<file path="config.mk">
export PLATFORM = sky130hd
export DESIGN_NAME = conv_pool_1d
export DESIGN_NICKNAME = d
export VERILOG_FILES = /design/src/rtl/conv_pool_1d.sv
export SDC_FILE = /design/constraint.sdc
export NUM_CORES = 1
export LEC_CHECK = 0
export BUFFER_PORTS_ARGS = -buffer_cell sky130_fd_sc_hd__buf_2
export CAP_MARGIN = 20
export CORE_UTILIZATION = 25
export CTS_BUF_LIST = sky130_fd_sc_hd__clkbuf_16
export CTS_CLUSTER_DIAMETER = 150
export DETAILED_ROUTE_END_ITERATION = 12
export GPL_TIMING_DRIVEN = 0
export PLACE_DENSITY = 0.44
export SYNTH_ARGS = -nofsm -noshare
export SYNTH_HDL_FRONTEND = slang
export SYNTH_SLANG_ARGS = --single-unit
</file>
<file path="constraint.sdc">
create_clock -name clk -period 4.45 [get_ports clk]
set_clock_uncertainty 0.15 [all_clocks]
set_input_delay 0.445 -clock clk [delete_from_list [all_inputs] [get_ports clk]]
set_output_delay 0.445 -clock clk [all_outputs]
set_load 0.005 [all_outputs]
</file>
<file path="src/rtl/conv_pool_1d.sv">
// Streaming 1-D pooling stage behind conv_1d: reduces non-overlapping
// windows of POOL_SIZE samples (max or sum); a last beat closes a window early.
module conv_pool_1d #(
    parameter int IN_WIDTH  = 18,
    parameter int POOL_SIZE = 2,
    parameter int MODE      = 0,
    parameter int OUT_WIDTH = IN_WIDTH + $clog2(POOL_SIZE)
) (
    input  logic                 clk,
    input  logic                 arst,
    input  logic [IN_WIDTH-1:0]  in_data,
    input  logic                 in_vld,
    input  logic                 in_last,
    output logic                 in_rdy,
    output logic [OUT_WIDTH-1:0] out_data,
    output logic                 out_vld,
    output logic                 out_last,
    input  logic                 out_rdy
);

    localparam int CW = (POOL_SIZE > 1) ? $clog2(POOL_SIZE) : 1;
    localparam logic [CW-1:0] CNT_MAX = CW'(POOL_SIZE - 1);

    logic [CW-1:0]        cnt;
    logic [OUT_WIDTH-1:0] acc;
    logic [OUT_WIDTH-1:0] ext;
    logic [OUT_WIDTH-1:0] val;
    logic                 in_acc;
    logic                 out_acc;
    logic                 close;

    // Single output register: a new beat is taken whenever the slot drains.
    assign in_rdy  = !out_vld || out_rdy;
    assign in_acc  = in_vld && in_rdy;
    assign out_acc = out_vld && out_rdy;
    assign ext     = OUT_WIDTH'(in_data);
    assign close   = (cnt == CNT_MAX) || in_last;

    always_comb begin
        val = ext;
        if (cnt != '0) begin
            if (MODE == 0) begin
                val = (acc > ext) ? acc : ext;
            end else begin
                val = acc + ext;
            end
        end
    end

    always_ff @(posedge clk or posedge arst) begin
        if (arst) begin
            cnt      <= '0;
            acc      <= '0;
            out_data <= '0;
            out_vld  <= 1'b0;
            out_last <= 1'b0;
        end else begin
            if (out_acc) begin
                out_vld <= 1'b0;
            end
            if (in_acc) begin
                if (close) begin
                    out_data <= val;
                    out_last <= in_last;
                    out_vld  <= 1'b1;
                    cnt      <= '0;
                end else begin
                    acc <= val;
                    cnt <= cnt + CW'(1);
                end
            end
        end
    end

endmodule

</file>
==> out/qor.yml <==
route:
  drcViolationCount: 0
  dr_total_vias: 2638
  wl_per_cell_um: 17.3
  m1WireLength_um: 4190
  routed-wl-met3_um: 335
  viasPerCell: 5.16
  first_iter_violations: 124
  highest_layer: "met4"
  firstDrtPassIters: 5
  wirelength_um: 8840
  wl_met2_um: 4200
  ant_nets: 0
synth:
  synth-main-ff-cell: "dfrtp_1"
  async_flop_share_pct: 100
  synth_cell_types: 35
  ys_seq_area_share_pct: 36.4
  syn_area_mm2: 0.00282
  synth_warnings: 0
  muxShareOfSynthArea_pct: 0.399
  synth_most_common_cell: "dfrtp_1"
  synth_top_area_cell: "dfrtp_1"
  synth_area_leaders: "dfrtp_1, nand4_1, ha_1"
  syn_inst: 318
  synth_top_family_by_area: "simple AND/OR/NAND/NOR gates"
  synth_common_cells: "dfrtp_1, nand4_1, nand2_1, nor2_1"
  yosys.area.top_type_share_pct: 36.4
  synth-compound-area-share_pct: 23.1
  syn-num-nets: 359
  synth-simple-area-share_pct: 24.2
  syn_avg_cell_area_um2: 8.87
  synthAdderAreaFrac_pct: 7.98
  synth-edff-count: 0
  yosys_register_bits: 41
  synth-xor-area-share_pct: 0
global_route:
  first_global_vias: 2526
  grt.overflow.total: 0
  grt_max_degree: 23
  grt_pass1_wl_um: 14200
  antenna_found_initial: 0
  track_usage_pct: 16.2
clock_tree:
  ctsHoldBuffers: 0
  clk-insertion-delay-late_ns: 0.28
  cts_resized: 0
  post_cts_buffers: 0
  clk_pin_slew_ns: 0.06
  cts_made_buffers: 5
  root_buffer: "clkbuf_16"
  cts_tree: "built"
  clock-sinks: 41
  clk_path_buf_depth: 2
  h-tree-depth: 2
placement:
  preCtsSetupSlack_ns: 1.54
  routabilityCongestion: 0.770
  dp_hpwl_um: 6510
  portBuffers: 44
timing:
  rsz0062_at_grt: "no"
  maxSlewViolCount: 0
  min_period_ns: 2.67
  final.setup.worst_slack_ns: 1.78
  max_freq_mhz: 374
  hold_viol: 0
  tns_ns: 0
  finalCritPeriodShare_pct: 60.0
  worst_pin_slew_ns: 0.778
  setup_viol: 0
  maxSlewHeadroom_pct: 47.8
final_layout:
  area_growth_pct: 19.8
  fillers: 1204
  diodes: 0
  seqCellArea_mm2: 0.00103
  final_nets: 411
  multi_input_area_mm2: 0.00157
  layout-drive-gt1-share_pct: 23.5
floorplanning:
  die_y_um: 108
  die_x_um: 108
  initial_core_util_pct: 25.8
  dieArea_mm2: 0.0117
  core_area_mm2: 0.0109
  num_rows: 38
  io_pins: 45
min_path:
  min_path_type: "input port to asynchronous set/reset pin"
critical_path:
  cp.arrival_ns: 2.74
  cp_common_cell: "nand4_1"
  path_cells: "ha_1 > nand4_1 > a21oi_1 > o21ai_1 > clkbuf_1 > nand4_1 > nand3_2"
  end_kind: "register"
  cp_slowest_cell: "o21ai_1"
  crit_fanout: 10
  max_stage_delay_ns: 0.63
  cp-start-kind: "register"
  setup.worst_path.class: "register to register"
  cp.required_ns: 4.52
pwr:
  pwr_density_cell_mw_per_mm2: 446
  peakVddDrop_uv: 156
  p_leak_nw: 1.61
run:
  cap_violations: 0
outcome:
  status: "finished, final reports clean"
-- worst max-delay path, delay by kind of cell (launching register included) --
family	cells	cell delay (ns)
and+or+nand+nor	3	0.52
buffers and inverters	1	0.49
AOI/OAI and AO/OA	2	0.72
DFF	1	0.40
adders and majority gates	1	0.30
-- per-stage QoR --
step	cells	power, W	hold WS [ns]	area (um2)	util, %
final	511	0.00151	0.0473	3380	30.9
after global routing	511	0.00162	0.0903	3380	30.9
after CTS	511	0.00153	0.0674	3380	30.9
after detailed placement	503	0.00116	0.325	3240	29.7
after global placement	502	0.00115	0.318	3220	29.4
after floorplan	318	0.000956	0.325	2820	-
-- final timing paths --
kind	start	end	slack (ns)	cells after the start
worst max-delay path	acc[5]	out_data[0]	1.78	7
max in group asynchronous	arst	acc[9]	3.60	3
worst min-delay path	arst	out_data[18]	0.05	2
min in group clk	in_data[0]	acc[0]	0.29	2
worst min register to register	out_last	out_last	0.36	1
worst max register to register	acc[5]	out_data[0]	1.78	7
-- cell type report --
| type | instances | area share (%) |
|---|---|---|
| Clock buffer | 5 | 3.70 |
| Multi-Input combinational cell | 228 | 46.4 |
| Tap cell | 140 | 5.18 |
| Timing Repair Buffer | 45 | 7.33 |
| Buffer | 29 | 4.44 |
| Sequential cell | 41 | 30.3 |
| Clock inverter | 3 | 0.333 |
| Inverter | 20 | 2.22 |
-- registers in the layout, summed over array words and instances (netlist names) --
name	count
acc	19
cnt	1
out_data	19
out_last	1
out_vld	1
-- cell families (layout without fill, tap and decap cells) --
kind of cell / count (synthesis) / count (layout)
buffers and inverters: 49 / 102
and+or+nand+nor: 120 / 120
AOI/OAI and AO/OA: 89 / 89
muxes: 1 / 1
adders and majority gates: 18 / 18
DFF: 41 / 41
-- layer usage --
layer / global-route usage [%] / vias to the layer above
li1: - / 1302
met1: 22.4 / 1267
met2: 25.9 / 62
met3: 2.35 / 7
met4: 4.70 / 0
met5: 0 / -
-- power by group --
part	internal (W)	switching, W	total (W)
combinational	0.000249	0.000328	0.000577
clock	0.000202	0.000154	0.000356
sequential	0.000489	0.0000842	0.000573
-- cell usage in the layout (no fill, tap or decap), types with 2 or more instances in the layout --
master / count
buf_2: 52
dfrtp_1: 41
nand4_1: 39
nand2_1: 28
inv_1: 21
nor2_1: 20
o21ai_0: 19
a211oi_1: 19
o31ai_1: 18
ha_1: 18
clkbuf_1: 17
nand3_1: 12
a22oi_2: 9
nand3_2: 9
a22oi_1: 9
a21oi_1: 7
clkbuf_16: 5
and2_1: 3
or2_2: 2
a21o_1: 2
buf_4: 2
and3_1: 2
o21ai_1: 2
Note: power is estimated with default switching activity, not from simulation.
